## config.mk

```make
export PLATFORM = sky130hd
export DESIGN_NAME = mc_control_fsm
export DESIGN_NICKNAME = d
export VERILOG_FILES = /design/src/rtl/mips_pkg.sv /design/src/rtl/mc_retire_counter.sv /design/src/rtl/mc_control_fsm.sv
export SDC_FILE = /design/constraint.sdc
export NUM_CORES = 1
export LEC_CHECK = 0
export CORE_ASPECT_RATIO = 1.5
export CORE_MARGIN = 3
export CORE_UTILIZATION = 42
export CTS_CLUSTER_SIZE = 12
export DETAILED_ROUTE_END_ITERATION = 6
export GPL_TIMING_DRIVEN = 0
export PLACE_DENSITY = 0.85
export SKIP_CTS_REPAIR_TIMING = 1
export SLEW_MARGIN = 25
export SYNTH_ARGS = -nofsm -noshare
export SYNTH_HDL_FRONTEND = slang
export SYNTH_SLANG_ARGS = --single-unit
```

## constraint.sdc

```tcl
create_clock -name clk -period 1.9 [get_ports clk]
set_clock_uncertainty 0.2 [all_clocks]
set_input_delay 0.285 -clock clk [delete_from_list [all_inputs] [get_ports clk]]
set_output_delay 0.285 -clock clk [all_outputs]
set_load 0.01 [all_outputs]
```

## src/rtl/mips_pkg.sv

```systemverilog
// ============================================================================
// Module      : mips_pkg
// Description : Shared multicycle-MIPS encodings for control, datapath and ALU control
// Revision    : 1.0 - initial release
// ============================================================================
`default_nettype none

package mips_pkg;

  typedef enum logic [3:0] {
    FETCH  = 4'd0,
    DECODE = 4'd1,
    MEMADR = 4'd2,
    MEMRD  = 4'd3,
    MEMWB  = 4'd4,
    MEMWR  = 4'd5,
    EXEC   = 4'd6,
    ALUWB  = 4'd7,
    BRANCH = 4'd8,
    ADDIEX = 4'd9,
    ADDIWB = 4'd10,
    JUMP   = 4'd11,
    HALT   = 4'd12
  } mc_state_e;

  localparam logic [5:0] c_op_rtype = 6'b000000;
  localparam logic [5:0] c_op_lw    = 6'b100011;
  localparam logic [5:0] c_op_sw    = 6'b101011;
  localparam logic [5:0] c_op_beq   = 6'b000100;
  localparam logic [5:0] c_op_addi  = 6'b001000;
  localparam logic [5:0] c_op_j     = 6'b000010;

  localparam logic [1:0] c_srcb_reg     = 2'd0;
  localparam logic [1:0] c_srcb_four    = 2'd1;
  localparam logic [1:0] c_srcb_imm     = 2'd2;
  localparam logic [1:0] c_srcb_imm_sl2 = 2'd3;

  localparam logic [1:0] c_aluop_add   = 2'd0;
  localparam logic [1:0] c_aluop_sub   = 2'd1;
  localparam logic [1:0] c_aluop_funct = 2'd2;

  localparam logic [1:0] c_pcsrc_alu    = 2'd0;
  localparam logic [1:0] c_pcsrc_aluout = 2'd1;
  localparam logic [1:0] c_pcsrc_jump   = 2'd2;

  // Unsupported opcodes park the machine in HALT
  function automatic mc_state_e decode_dispatch(input logic [5:0] op);
    case (op)
      c_op_rtype:       return EXEC;
      c_op_lw, c_op_sw: return MEMADR;
      c_op_beq:         return BRANCH;
      c_op_addi:        return ADDIEX;
      c_op_j:           return JUMP;
      default:          return HALT;
    endcase
  endfunction

endpackage

`default_nettype wire

```

## src/rtl/mc_retire_counter.sv

```systemverilog
// ============================================================================
// Module      : mc_retire_counter
// Description : Wrapping count of retired instructions
// Revision    : 1.0 - initial release
// ============================================================================
`default_nettype none

module mc_retire_counter #(
  parameter int CNT_W = 32
) (
  input  logic             clk,
  input  logic             reset,
  input  logic             inc,
  output logic [CNT_W-1:0] count
);

  logic [CNT_W-1:0] r_count;

  always_ff @(posedge clk or posedge reset) begin
    if (reset)
      r_count <= '0;
    else if (inc)
      r_count <= r_count + CNT_W'(1);
  end

  assign count = r_count;

endmodule

`default_nettype wire

```

## src/rtl/mc_control_fsm.sv

```systemverilog
// ============================================================================
// Module      : mc_control_fsm
// Description : Multicycle MIPS main control FSM with retire counter and illegal-op flag
// Revision    : 1.0 - initial release
// ============================================================================
`default_nettype none

module mc_control_fsm
  import mips_pkg::*;
#(
  parameter int MEM_HANDSHAKE = 1,
  parameter int CNT_W         = 32
) (
  input  logic             clk,
  input  logic             reset,
  input  logic [5:0]       opcode,
  input  logic             mem_ready,
  output logic             pc_write,
  output logic             pc_write_cond,
  output logic             iord,
  output logic             mem_read,
  output logic             mem_write,
  output logic             ir_write,
  output logic             mem_to_reg,
  output logic             reg_dst,
  output logic             reg_write,
  output logic             alu_src_a,
  output logic [1:0]       alu_src_b,
  output logic [1:0]       alu_op,
  output logic [1:0]       pc_source,
  output logic [3:0]       state,
  output logic             illegal_op,
  output logic [CNT_W-1:0] retired
);

  mc_state_e r_state;
  logic      r_illegal;
  logic      w_mem_ok;
  logic      w_retire;

  generate
    if (MEM_HANDSHAKE != 0) begin : g_handshake
      assign w_mem_ok = mem_ready;
    end else begin : g_no_handshake
      assign w_mem_ok = 1'b1;
    end
  endgenerate

  always_ff @(posedge clk or posedge reset) begin
    if (reset) begin
      r_state   <= FETCH;
      r_illegal <= 1'b0;
    end else begin
      case (r_state)
        FETCH:  if (w_mem_ok) r_state <= DECODE;
        DECODE: begin
          r_state <= decode_dispatch(opcode);
          if (decode_dispatch(opcode) == HALT) r_illegal <= 1'b1;
        end
        MEMADR: r_state <= (opcode == c_op_sw) ? MEMWR : MEMRD;
        MEMRD:  if (w_mem_ok) r_state <= MEMWB;
        MEMWR:  if (w_mem_ok) r_state <= FETCH;
        EXEC:   r_state <= ALUWB;
        ADDIEX: r_state <= ADDIWB;
        MEMWB, ALUWB, ADDIWB, BRANCH, JUMP: r_state <= FETCH;
        HALT:   r_state <= HALT;
        default: r_state <= FETCH;
      endcase
    end
  end

  // Last state of each instruction retires it on the way back to FETCH
  always_comb begin
    w_retire = 1'b0;
    case (r_state)
      MEMWB, ALUWB, ADDIWB, BRANCH, JUMP: w_retire = 1'b1;
      MEMWR:                              w_retire = w_mem_ok;
      default:                            w_retire = 1'b0;
    endcase
  end

  always_comb begin
    pc_write      = 1'b0;
    pc_write_cond = 1'b0;
    iord          = 1'b0;
    mem_read      = 1'b0;
    mem_write     = 1'b0;
    ir_write      = 1'b0;
    mem_to_reg    = 1'b0;
    reg_dst       = 1'b0;
    reg_write     = 1'b0;
    alu_src_a     = 1'b0;
    alu_src_b     = c_srcb_reg;
    alu_op        = c_aluop_add;
    pc_source     = c_pcsrc_alu;
    case (r_state)
      FETCH: begin
        mem_read  = 1'b1;
        alu_src_b = c_srcb_four;
        ir_write  = w_mem_ok;
        pc_write  = w_mem_ok;
      end
      DECODE: alu_src_b = c_srcb_imm_sl2;
      MEMADR, ADDIEX: begin
        alu_src_a = 1'b1;
        alu_src_b = c_srcb_imm;
      end
      MEMRD: begin
        mem_read = 1'b1;
        iord     = 1'b1;
      end
      MEMWB: begin
        reg_write  = 1'b1;
        mem_to_reg = 1'b1;
      end
      MEMWR: begin
        mem_write = 1'b1;
        iord      = 1'b1;
      end
      EXEC: begin
        alu_src_a = 1'b1;
        alu_op    = c_aluop_funct;
      end
      ALUWB: begin
        reg_write = 1'b1;
        reg_dst   = 1'b1;
      end
      BRANCH: begin
        alu_src_a     = 1'b1;
        alu_op        = c_aluop_sub;
        pc_write_cond = 1'b1;
        pc_source     = c_pcsrc_aluout;
      end
      ADDIWB: reg_write = 1'b1;
      JUMP: begin
        pc_write  = 1'b1;
        pc_source = c_pcsrc_jump;
      end
      default: ;
    endcase
  end

  mc_retire_counter #(
    .CNT_W (CNT_W)
  ) u_retire_counter (
    .clk   (clk),
    .reset (reset),
    .inc   (w_retire),
    .count (retired)
  );

  assign state      = r_state;
  assign illegal_op = r_illegal;

endmodule

`default_nettype wire

```

* Word-level counts from Yosys, hierarchy flattened
Index checks and enable logic that the tools add are counted.
** Word-level totals
- Flip-flop bits (word level) :: 37
- Bits of input ports :: 9
- Output and inout bits :: 53
- Word-level logic and storage cells :: 57
** Cells by class
- $add $sub $neg :: 1
- Equality and inequality tests :: 21
- Multiplexer cells :: 21
- Reductions and logical operators :: 11
** Operators by type and width (number)
- adder 32 x 1 -> 32 bit (second input constant) :: 1
- case mux 4 bit (8 select lines) :: 1
- equality test 4 bit (second input constant) :: 6
- case mux 4 bit (5 select lines) :: 1
- equality test 4 x 3 -> 1 bit (second input constant) :: 4
- 2-to-1 mux 4 bit :: 4
- equality test 6 bit (second input constant) :: 2
- 2-to-1 mux 1 bit :: 9
- equality test 4 x 2 -> 1 bit (second input constant) :: 2
- case mux 2 bit (2 select lines) :: 2
- OR reduction 2 bit :: 4
- equality test 6 x 2 -> 1 bit (second input constant) :: 1
- equality test 6 x 3 -> 1 bit (second input constant) :: 1
- equality test 6 x 4 -> 1 bit (second input constant) :: 1
- logical NOT 6 bit :: 1
- inequality test 2 bit (second input constant) :: 3
- case mux 2 bit (3 select lines) :: 1
- OR reduction 5 bit :: 1
- equality test 4 x 1 -> 1 bit (second input constant) :: 1
- logical NOT 4 bit :: 1
- case mux 1 bit (2 select lines) :: 2
- OR reduction 4 bit :: 1
- 2-to-1 mux 3 bit :: 1
- AND reduction 3 bit :: 1
- 2 further kinds :: 2

* Logic depth before layout (Yosys ltp)
Gate-level depths: netlist (run 1).
- Word-level depth :: 6
- Gate-level depth with buffers :: 6
- Depth with buffers taken out :: 5

* Cells and area by module
A second synthesis (run 1) with hierarchy kept.
** Unflattened totals
- Cells, all modules :: 213
- Area, all modules :: 2118.3 µm²
** By module, submodules not included
- mc_retire_counter :: instances 1, cells each 126, area each 1510.2 µm², sequential area each 800.8 µm²
- mc_control_fsm :: instances 1, cells each 87, area each 608.1 µm², sequential area each 125.1 µm²

* Least setup slack after synthesis (run 1)
Ideal clock, no wire load.
- Path kind :: flip-flop to flip-flop
- From :: register r_state[3] (netlist: state[3])
- To :: register u_retire_counter.r_count[31] (netlist: u_retire_counter.count[31])
- Data arrival time :: 1.618 ns
- Data required time :: 1.576 ns
- Slack :: -0.042 ns
- Cell stages (with the launch flop) :: 7
- Clock period less this slack :: 1.942 ns
- Cells stage by stage :: dfrtp_1 -> buf_2 -> nor2b_1 -> a2bb2oi_4 -> nor4_4 -> nand4_1 -> xnor2_1
** Between the ends
- Word-level cells in the longest chain between the ends :: 3
** Ends and longest elaborated chain
- from (decl) :: RTL line mc_control_fsm.sv:36 : mc_state_e r_state;
- from (signal assigned) :: RTL line mc_control_fsm.sv:57 : r_state <= decode_dispatch(opcode);
- from (signal assigned) :: RTL line mc_control_fsm.sv:60 : MEMADR: r_state <= (opcode == c_op_sw) ? MEMWR : MEMRD;
- equality test 4 bit or equality test 4 x 3 -> 1 bit (tied branches) :: RTL line mc_control_fsm.sv:75 : case (r_state)
- OR reduction 5 bit :: RTL line mc_control_fsm.sv:75
- case mux 1 bit (2 select lines) (*) :: RTL line mc_control_fsm.sv:75
- to (signal assigned) :: RTL line mc_retire_counter.sv:23 : r_count <= r_count + CNT_W'(1);
- to (decl) :: RTL line mc_retire_counter.sv:17 : logic [CNT_W-1:0] r_count;
Mark *: on every way between the ends. The rest lies on a longest branch, timed or not.
A chain may end at the register's enable or synchronous reset.

* Final worst setup path (run 1)
- From :: register r_state[2] (netlist: state[2])
- To :: output iord
** Between the ends
- Word-level cells in the longest chain between the ends :: 3
** Ends and longest elaborated chain
- equality test 4 x 3 -> 1 bit or equality test 4 x 2 -> 1 bit (tied branches) :: RTL line mc_control_fsm.sv:96 : case (r_state)
- OR reduction 2 bit (no line) (*)
- 2-to-1 mux 1 bit (*) :: RTL line mc_control_fsm.sv:96
- to (decl) :: RTL line mc_control_fsm.sv:20 : output logic iord,
Marks and branches as above.

==> results of run 1 <==
power by group through the flow:
stage          Sequential, µW  Clock [µW]  Combinational (µW)
5_1_grt                  1040         619                2190
4_1_cts                  1010         581                1470
2_1_floorplan            1050           0                 796
3_5_place_dp             1030           0                1460
3_3_place_gp             1030           0                1440
6_report                 1030         566                2080
per-layer routing:
metal	GRT usage (%)	up-vias	wire [µm]
li1	-	887	-
met1	18.6	966	2310
met2	31.3	69	3260
met3	3.09	12	210
met4	7.92	0	138
met5	0	-	0
worst max-delay path: stages (launching register included):
cell                       delay [ps]
sky130_fd_sc_hd__dfrtp_1          400
sky130_fd_sc_hd__buf_6            150
sky130_fd_sc_hd__buf_6            130
sky130_fd_sc_hd__buf_4            130
sky130_fd_sc_hd__xnor2_1          140
sky130_fd_sc_hd__nor3b_2          180
sky130_fd_sc_hd__clkbuf_2         160
worst max path at each step:
stage	start	to	slack, ps
2_1_floorplan	state[1]	u_retire_counter.count[31]	3
3_3_place_gp	mem_ready	u_retire_counter.count[31]	-520
3_5_place_dp	mem_ready	u_retire_counter.count[31]	-570
4_1_cts	state[2]	mem_write	-680
5_1_grt	state[0]	u_retire_counter.count[29]	-220
6_report	state[2]	iord	-160
area by class of cell:
type                       instances  area [µm²]
clock buffer                       7        86.3
multi-input combinational        151        1310
fill                             294        1280
clock inverter                     1        7.51
timing repair buffer              82         788
tap                               64        80.1
sequential                        37         932
buffer                             9        93.8
inverter                           1        3.75
per-stage QoR:
step	power [µW]	cell area, µm²	worst slack, ps	util (%)	hold slack, ps
floorplan	1840	2030	2.81	-	265
global placement	2470	2710	-518	59.2	260
detailed placement	2490	2710	-565	59.2	272
CTS	3060	2810	-684	61.3	273
global route	3850	3300	-221	72.1	304
finish	3680	3300	-157	72.1	256
cell families after synthesis:
logic type      share of synthesized area (%)
simple gates                             27.5
flops                                    45.7
xor+xnor                                 14.7
compound gates                           7.47
buf+inv                                  2.53
mux                                      1.05
fa+ha+maj                                1.11
placed cells by master (no fill, tap or decap), types with 4 or more instances in the layout:
| cell | count |
|---|---|
| sky130_fd_sc_hd__xnor2_2 | 4 |
| sky130_fd_sc_hd__nand2_1 | 8 |
| sky130_fd_sc_hd__buf_2 | 4 |
| sky130_fd_sc_hd__nand4_1 | 9 |
| sky130_fd_sc_hd__nand3_4 | 5 |
| sky130_fd_sc_hd__buf_6 | 16 |
| sky130_fd_sc_hd__dfrtp_1 | 32 |
| sky130_fd_sc_hd__nor3_1 | 4 |
| sky130_fd_sc_hd__o21ai_0 | 5 |
| sky130_fd_sc_hd__nand3_1 | 10 |
| sky130_fd_sc_hd__dfrtp_2 | 5 |
| sky130_fd_sc_hd__and3_1 | 4 |
| sky130_fd_sc_hd__clkbuf_8 | 6 |
| sky130_fd_sc_hd__buf_4 | 15 |
| sky130_fd_sc_hd__clkdlybuf4s50_1 | 41 |
| sky130_fd_sc_hd__nor2_1 | 10 |
| sky130_fd_sc_hd__dlymetal6s2s_1 | 10 |
| sky130_fd_sc_hd__xnor2_1 | 24 |
| sky130_fd_sc_hd__xor2_1 | 6 |
flip-flops by register name, indices dropped and copies added, names as in the netlist:
register and flops:
state 4, u_retire_counter.count 32, illegal_op 1
synth_stat cells, drive strengths merged, types with 2 or more instances:
| library cell | count | share of area, % |
|---|---|---|
| and4 | 4 | 1.8 |
| xnor2 | 28 | 12 |
| a21oi | 3 | 0.74 |
| xor2 | 6 | 2.6 |
| clkbuf | 4 | 0.74 |
| nand2 | 12 | 2.2 |
| buf | 5 | 1.6 |
| dfrtp | 37 | 46 |
| nand2b | 5 | 1.5 |
| and2b | 2 | 0.86 |
| nor3 | 8 | 2.0 |
| o31ai | 2 | 0.74 |
| nor4 | 4 | 2.7 |
| and2 | 2 | 0.62 |
| nand4 | 10 | 3.8 |
| o21ai | 5 | 1.2 |
| nor2 | 15 | 2.8 |
| and3 | 7 | 2.2 |
| nor2b | 4 | 1.2 |
| nand3 | 17 | 4.2 |
==> results.txt, run 1 <==
----------------------------------------------------
[Outcome]
  Outcome ... finished with violations
  Failing checks ... negative setup slack

[Die]
  Core outline area ... 4580 µm²
  Die extent in y ... 91.1 µm
  Die X-Extent ... 62.7 µm
  Number of standard-cell rows in the floorplan ... 30
  Overall die area ... 5710 µm²
  Effective utilization at floorplan ... 44.3%
  I/O pins ... 62

[Global routing]
  Vias in the first global route ... 1,717
  Antenna violations before repair ... 0
  Global-route wire length before repair ... 7920 µm
  Aggregate global-route resource usage ... 17.1%
  Pin count of the biggest net entering global routing ... 38
  GRT Residual Overflow ... 0

[CTS]
  Count of clock tree sinks ... 37
  Number of buffers added by the clock tree synthesis step ... 5
  Cell at the root of the clock tree ... sky130_fd_sc_hd__clkbuf_8
  Maximum buffer depth of the clock tree ... 2
  Clock transition at the registers of the reported paths ... 80 ps
  TritonCTS clock tree ... done
  Clock latency reported for the late side of the worst-skew pair ... 290 ps
  Max H-tree Level ... 2

[Logic synthesis]
  Synth warnings ... 0
  Share of flip-flops with an asynchronous set or reset after synthesis ... 100%
  Post-Synthesis Cells ... 198
  Synth Net Count ... 208
  Mean post-synth cell area ... 10.2 µm²
  Cell area after technology mapping ... 2030 µm²
  Number of synthesized flops with an enable pin ... 0
  Sequential area share after synthesis ... 45.7%
  Synthesized flop and latch total ... 37
  Most used DFF post-synth ... sky130_fd_sc_hd__dfrtp_1
  Distinct cell type count of the synthesized netlist ... 46

[Place]
  Post-placement cell count ... 322
  Final HPWL from detailed placement ... 3530 µm
  Routability congestion estimate ... 0.807
  Count of buffers inserted at the top-level ports ... 60

[Worst setup path]
  Kind of launch point of the worst setup path ... flip-flop
  Category of the worst setup path capture point ... output pin
  Required @ worst endpoint ... 1410 ps
  Flop2flop setup slack ... -120 ps
  Worst Path Max Fanout ... 6
  Reg2reg end ... u_retire_counter.count[25]
  Arrival time worst endpoint ... 1570 ps
  FF-to-FF path depth ... 6
  Critical register-to-register path startpoint ... state[0]
  Crit path kind ... reg -> out

[Route]
  Routed wire length ... 5920 µm
  DRC violations left ... 0
  Routed WL per cell ... 16.8 µm
  Total via count in the routed design ... 1,934
  Detail Route Antenna Nets ... 0
  Number of vias per cell after detailed routing ... 5.49
  Violation count after the first detailed-route iteration ... 97
  Number of detailed-route iterations in the first pass ... 4

[Pwr]
  PwrDens ... 1110 nW/µm²
  Portion of total power attributed to combinational logic ... 56.6%
  Cell-internal power ... 2280 µW
  Power dissipated by switching net loads ... 1400 µW
  Switching power share of the total ... 38.1%
  Portion of total power attributed to sequential cells ... 28.0%
  Clock power share ... 15.4%
  Worst supply voltage drop on vdd ... 704 µV
  Leak pwr ... 0.00153 µW

[STA]
  Final Hold Viols ... 0
  Remaining max-slew budget at the tightest pin ... 49.9%
  Final critical-path required period ... 2060 ps
  Top achievable clock speed ... 486 MHz
  Total negative slack ... -1310 ps
  Portion of the clock cycle consumed by the worst path in the final layout ... 108%
  Max-slew violations ... 0
  Transition time at the pin with the least slew margin ... 751 ps
  Setup violations, final ... 19
  Unrepaired setup endpoints after global routing ... true
  Crit path setup slack, layout ... -157 ps

[Final layout]
  Layout cell share with drive strength beyond 1 ... 34.4%
  Nets@finish ... 297
  Layout overhead on the synthesized area ... 62.8%
  Final Non-Filler Cells ... 352
  Ant. Diodes ... 0

[Flow run]
  # Max-Cap Violations ... 0

[Min path]
  Class of the worst hold path ... in -> async

----------------------------------------------------
(Power assumes the default switching activity.)
==> run 2, diff against run 1 <==
--- a/config.mk
+++ b/config.mk
@@ -6,12 +6,11 @@
 export NUM_CORES = 1
 export LEC_CHECK = 0
 export CORE_ASPECT_RATIO = 1.5
-export CORE_MARGIN = 3
-export CORE_UTILIZATION = 42
+export CORE_UTILIZATION = 47
 export CTS_CLUSTER_SIZE = 12
 export DETAILED_ROUTE_END_ITERATION = 6
 export GPL_TIMING_DRIVEN = 0
-export PLACE_DENSITY = 0.85
+export PLACE_DENSITY = 0.89
 export SKIP_CTS_REPAIR_TIMING = 1
 export SLEW_MARGIN = 25
 export SYNTH_ARGS = -nofsm -noshare
==> constraint.sdc (replaced) <==
create_clock -name clk -period 2.3 [get_ports clk]
set_clock_uncertainty 0.2 [all_clocks]
set_input_delay 0.345 -clock clk [delete_from_list [all_inputs] [get_ports clk]]
set_output_delay 0.345 -clock clk [all_outputs]
set_load 0.01 [all_outputs]
==> results.txt, run 2 (synthesis gave the netlist of run 1 again) <==
----------------------------------------------------
[Outcome]
  Outcome ... complete, no violations

[Worst setup path]
  Category of the worst setup path capture point ... flip-flop
  Arrival time worst endpoint ... 2190 ps
  Flop2flop setup slack ... 160 ps
  Critical register-to-register path startpoint ... u_retire_counter.count[3]
  Required @ worst endpoint ... 2280 ps
  Reg2reg end ... u_retire_counter.count[25]
  Worst Path Max Fanout ... 8
  FF-to-FF path depth ... 6
  Critical Path Start ... mem_ready
  End point of the critical path ... u_retire_counter.count[25]
  Kind of launch point of the worst setup path ... input port
  Crit path kind ... in -> reg

[STA]
  Max-slew violations ... 0
  Setup violations, final ... 0
  Unrepaired setup endpoints after global routing ... false
  Final critical-path required period ... 2210 ps
  Top achievable clock speed ... 452 MHz
  Final Hold Viols ... 0
  Transition time at the pin with the least slew margin ... 743 ps
  Final hold slack ... 271 ps
  Remaining max-slew budget at the tightest pin ... 50.4%
  Portion of the clock cycle consumed by the worst path in the final layout ... 96.1%

[Final layout]
  Leading cell type in the layout, fill and taps excluded ... sky130_fd_sc_hd__clkdlybuf4s50_1
  Ant. Diodes ... 0
  Flip-flop count of the largest register after layout ... 32
  Most frequent cells in the layout ... sky130_fd_sc_hd__clkdlybuf4s50_1, sky130_fd_sc_hd__dfrtp_1, sky130_fd_sc_hd__xnor2_1, sky130_fd_sc_hd__nand3_1, sky130_fd_sc_hd__dlymetal6s2s_1
  Core occupancy in the finished layout ... 71.9%
  Layout overhead on the synthesized area ... 42.9%
  Nets@finish ... 277
  Fill cell count ... 277
  Layout cell share with drive strength beyond 1 ... 14.2%

[Global routing]
  Global-route wire length before repair ... 7250 µm
  Pin count of the biggest net entering global routing ... 38
  Aggregate global-route resource usage ... 20.2%
  Vias in the first global route ... 1,598
  Antenna violations before repair ... 0
  GRT Residual Overflow ... 0

[Pwr]
  Worst supply voltage drop on vdd ... 766 µV
  PwrDens ... 908 nW/µm²
  Leak pwr ... 0.00143 µW

[Route]
  Routed wire length ... 4710 µm
  DRC violations left ... 0
  Number of detailed-route iterations in the first pass ... 5
  Violation count after the first detailed-route iteration ... 57
  Total via count in the routed design ... 1,751
  Detail Route Antenna Nets ... 0
  Number of vias per cell after detailed routing ... 5.59
  Routed WL per cell ... 15.1 µm

[Place]
  Final HPWL from detailed placement ... 3240 µm
  Routability congestion estimate ... 0.869
  Count of buffers inserted at the top-level ports ... 60

[Min path]
  Class of the worst hold path ... reg -> reg

[Die]
  Effective utilization at floorplan ... 50.3%
  Number of standard-cell rows in the floorplan ... 28
  Core outline area ... 4030 µm²
  Overall die area ... 4580 µm²
  Die X-Extent ... 55.6 µm
  I/O pins ... 62
  Die extent in y ... 82.4 µm

[CTS]
  Clock transition at the registers of the reported paths ... 70 ps
  Clock latency reported for the late side of the worst-skew pair ... 290 ps
  TritonCTS clock tree ... done
  Cell at the root of the clock tree ... sky130_fd_sc_hd__clkbuf_8
  Number of buffers added by the clock tree synthesis step ... 5
  Max H-tree Level ... 2
  Maximum buffer depth of the clock tree ... 2
  Count of clock tree sinks ... 37

[Flow run]
  # Max-Cap Violations ... 0

----------------------------------------------------
run 2: how the worst min path moves through the flow:
stage	start	end	cells past startpoint
2_1_floorplan	u_retire_counter.count[31]	u_retire_counter.count[31]	1
3_3_place_gp	u_retire_counter.count[31]	u_retire_counter.count[31]	1
3_5_place_dp	u_retire_counter.count[31]	u_retire_counter.count[31]	1
4_1_cts	u_retire_counter.count[31]	u_retire_counter.count[31]	1
5_1_grt	u_retire_counter.count[31]	u_retire_counter.count[31]	1
6_report	u_retire_counter.count[31]	u_retire_counter.count[31]	1
run 2: layout make-up:
cell class                      count  area [µm²]  share of cell area (%)
Clock inverter                      1        5.00                   0.173
Sequential cell                    37         928                    32.1
Clock buffer                        7        96.3                    3.33
Inverter                            1        3.75                   0.130
Multi-Input combinational cell    151        1080                    37.3
Timing Repair Buffer               62         656                    22.6
Tap cell                           45        56.3                    1.94
Buffer                              9        70.1                    2.42
run 2: metrics by stage:
step | setup TNS (ps) | cell area, µm² | total power (µW) | setup WS (ps) | std cells
2_1_floorplan | 0 | 2030 | 1520 | 358 | 198
3_3_place_gp | -2010 | 2680 | 2020 | -194 | 303
3_5_place_dp | -2170 | 2680 | 2050 | -197 | 303
4_1_cts | -3090 | 2790 | 2550 | -331 | 311
5_1_grt | 0 | 2900 | 2770 | 1.24 | 313
6_report | 0 | 2900 | 2630 | 89.7 | 313
run 2: metal layers:
layer  up-vias  GRT usage, %  wire length (µm)
li1        835             -                 -
met2        48          35.5              2470
met4         0          6.50                51
met1       862          24.1              1970
met5         -             0                 0
met3         6          5.61               221
run 2: worst max-delay path, stage by stage:
cell and delay (ps):
sky130_fd_sc_hd__clkdlybuf4s50_1 600, sky130_fd_sc_hd__or3b_2 190, sky130_fd_sc_hd__nand4_1 200, sky130_fd_sc_hd__nor4_4 490
sky130_fd_sc_hd__nand4_1 200, sky130_fd_sc_hd__xnor2_1 160
run 2: power by group:
group / internal, µW / switching [µW] / total [µW]
registers: 735 / 107 / 842
logic: 654 / 641 / 1290
clock network: 271 / 223 / 494
==> run 3, diff against run 2 <==
--- a/config.mk
+++ b/config.mk
@@ -6,11 +6,12 @@
 export NUM_CORES = 1
 export LEC_CHECK = 0
 export CORE_ASPECT_RATIO = 1.5
-export CORE_UTILIZATION = 47
+export CORE_UTILIZATION = 62
 export CTS_CLUSTER_SIZE = 12
 export DETAILED_ROUTE_END_ITERATION = 6
+export DONT_BUFFER_PORTS = 1
 export GPL_TIMING_DRIVEN = 0
-export PLACE_DENSITY = 0.89
+export PLACE_DENSITY = 0.87
 export SKIP_CTS_REPAIR_TIMING = 1
 export SLEW_MARGIN = 25
 export SYNTH_ARGS = -nofsm -noshare
==> results.txt, run 3 (synthesis gave the netlist of run 1 again) <==
----------------------------------------------------
[CTS]
  Max H-tree Level ... 2
  Number of buffers added by the clock tree synthesis step ... 5
  Maximum buffer depth of the clock tree ... 2
  Clock latency reported for the late side of the worst-skew pair ... 290 ps
  Cell at the root of the clock tree ... sky130_fd_sc_hd__clkbuf_8
  Count of clock tree sinks ... 37
  TritonCTS clock tree ... done
  Clock transition at the registers of the reported paths ... 60 ps

[Worst setup path]
  Slowest Stage Delay on Critical Path ... 430 ps
  Cell chain of the critical path ... buf_2 -> nor2b_1 -> and3_1 -> or2_2
  Flop2flop setup slack ... 120 ps
  Crit path kind ... reg -> out
  Kind of launch point of the worst setup path ... flip-flop
  Cell family with most CP delay ... simple AND/OR/NAND/NOR gates
  Worst Path Max Fanout ... 10
  Category of the worst setup path capture point ... output pin
  Arrival time worst endpoint ... 1650 ps
  Required @ worst endpoint ... 1750 ps
  Slowest cell on the critical path ... sky130_fd_sc_hd__dfrtp_1
  Buffers plus inverters on the worst setup path ... 1

[STA]
  Crit path setup slack, layout ... 105 ps
  Final critical-path required period ... 2190 ps
  Setup violations, final ... 0
  Top achievable clock speed ... 456 MHz
  Final Hold Viols ... 0
  Transition time at the pin with the least slew margin ... 732 ps
  Portion of the clock cycle consumed by the worst path in the final layout ... 95.4%
  Remaining max-slew budget at the tightest pin ... 51.2%
  Max-slew violations ... 0
  Unrepaired setup endpoints after global routing ... false

[Final layout]
  Layout cell share with drive strength beyond 1 ... 14.8%
  Final Non-Filler Cells ... 249
  Leading cell type in the layout, fill and taps excluded ... sky130_fd_sc_hd__dfrtp_1
  Most frequent cells in the layout ... sky130_fd_sc_hd__dfrtp_1, sky130_fd_sc_hd__xnor2_1, sky130_fd_sc_hd__nand3_1, sky130_fd_sc_hd__nor2_1, sky130_fd_sc_hd__nand2_1
  Layout overhead on the synthesized area ... 10.6%
  Flip-flop count of the largest register after layout ... 32
  Nets@finish ... 218
  Ant. Diodes ... 0

[Pwr]
  Cell-internal power ... 1400 µW
  PwrDens ... 1010 nW/µm²
  Clock power share ... 25.1%
  Power dissipated by switching net loads ... 866 µW
  Portion of total power attributed to combinational logic ... 35.7%
  Leak pwr ... 0.000971 µW
  Worst supply voltage drop on vdd ... 824 µV
  Portion of total power attributed to sequential cells ... 39.2%
  Switching power share of the total ... 38.3%

[Route]
  Number of detailed-route iterations in the first pass ... 4
  Detail Route Antenna Nets ... 0
  Number of vias per cell after detailed routing ... 6.37
  Violation count after the first detailed-route iteration ... 41
  DRC violations left ... 0
  Total via count in the routed design ... 1,586
  Routed WL per cell ... 16.7 µm
  Routed wire length ... 4160 µm

[Die]
  Effective utilization at floorplan ... 64.8%
  Number of standard-cell rows in the floorplan ... 25
  Die extent in y ... 72.0 µm
  Overall die area ... 3510 µm²
  I/O pins ... 62
  Die X-Extent ... 48.7 µm
  Core outline area ... 3130 µm²

[Global routing]
  Aggregate global-route resource usage ... 26.4%
  Global-route wire length before repair ... 7130 µm
  Vias in the first global route ... 1,542
  GRT Residual Overflow ... 0
  Pin count of the biggest net entering global routing ... 38
  Antenna violations before repair ... 0

[Min path]
  Class of the worst hold path ... in -> reg

[Place]
  Worst slack, placed ... 74.9 ps
  Count of buffers inserted at the top-level ports ... 0
  Final HPWL from detailed placement ... 3060 µm
  Routability congestion estimate ... 0.845
  Post-placement cell count ... 238

[Outcome]
  Outcome ... complete, no violations

[Flow run]
  # Max-Cap Violations ... 0

----------------------------------------------------
run 3: worst paths after layout:
check	startpoint	end	depth (start not counted)
min in group asynchronous	reset	u_retire_counter.count[14]	2
max in group asynchronous	reset	u_retire_counter.count[9]	2
worst min-delay path	opcode[4]	illegal_op	2
worst max-delay path	state[2]	pc_write	4
worst min register to register	u_retire_counter.count[31]	u_retire_counter.count[31]	1
worst max register to register	u_retire_counter.count[3]	u_retire_counter.count[24]	6
run 3: power by group through the flow:
stage / logic (µW) / clock network (µW) / registers [µW]
detailed placement: 764 / 0 / 901
finish: 808 / 568 / 886
global route: 878 / 606 / 900
floorplan: 654 / 0 / 861
global placement: 735 / 0 / 889
CTS: 768 / 577 / 889
run 3: stage by stage:
step / hold WS (ps) / total power, µW / area [µm²] / setup TNS [ps] / util [%]
6_report: 56.9 / 2260 / 2240 / 0 / 71.6
5_1_grt: 50.2 / 2380 / 2240 / 0 / 71.6
4_1_cts: -110 / 2230 / 2190 / -55.0 / 70.1
3_5_place_dp: 197 / 1670 / 2080 / 0 / 66.4
3_3_place_gp: 322 / 1620 / 2080 / 0 / 66.4
2_1_floorplan: 308 / 1520 / 2030 / 0 / -
run 3: layout make-up:
cell class	count	area (µm²)
buffer	9	51.3
clock buffer	7	86.3
clock inverter	1	30.0
fill	217	887
inverter	1	3.75
multi-input combinational	151	1070
sequential	37	926
tap	40	50.0
timing repair buffer	3	25.0
run 3: layer usage:
metal  up-vias  part of all wire [%]  track usage (%)
met1       771                    38             30.5
li1        724                     -                -
met3         7                   6.4             6.50
met2        84                    54             46.3
met5         -                     0                0
met4         0                   2.0             11.4
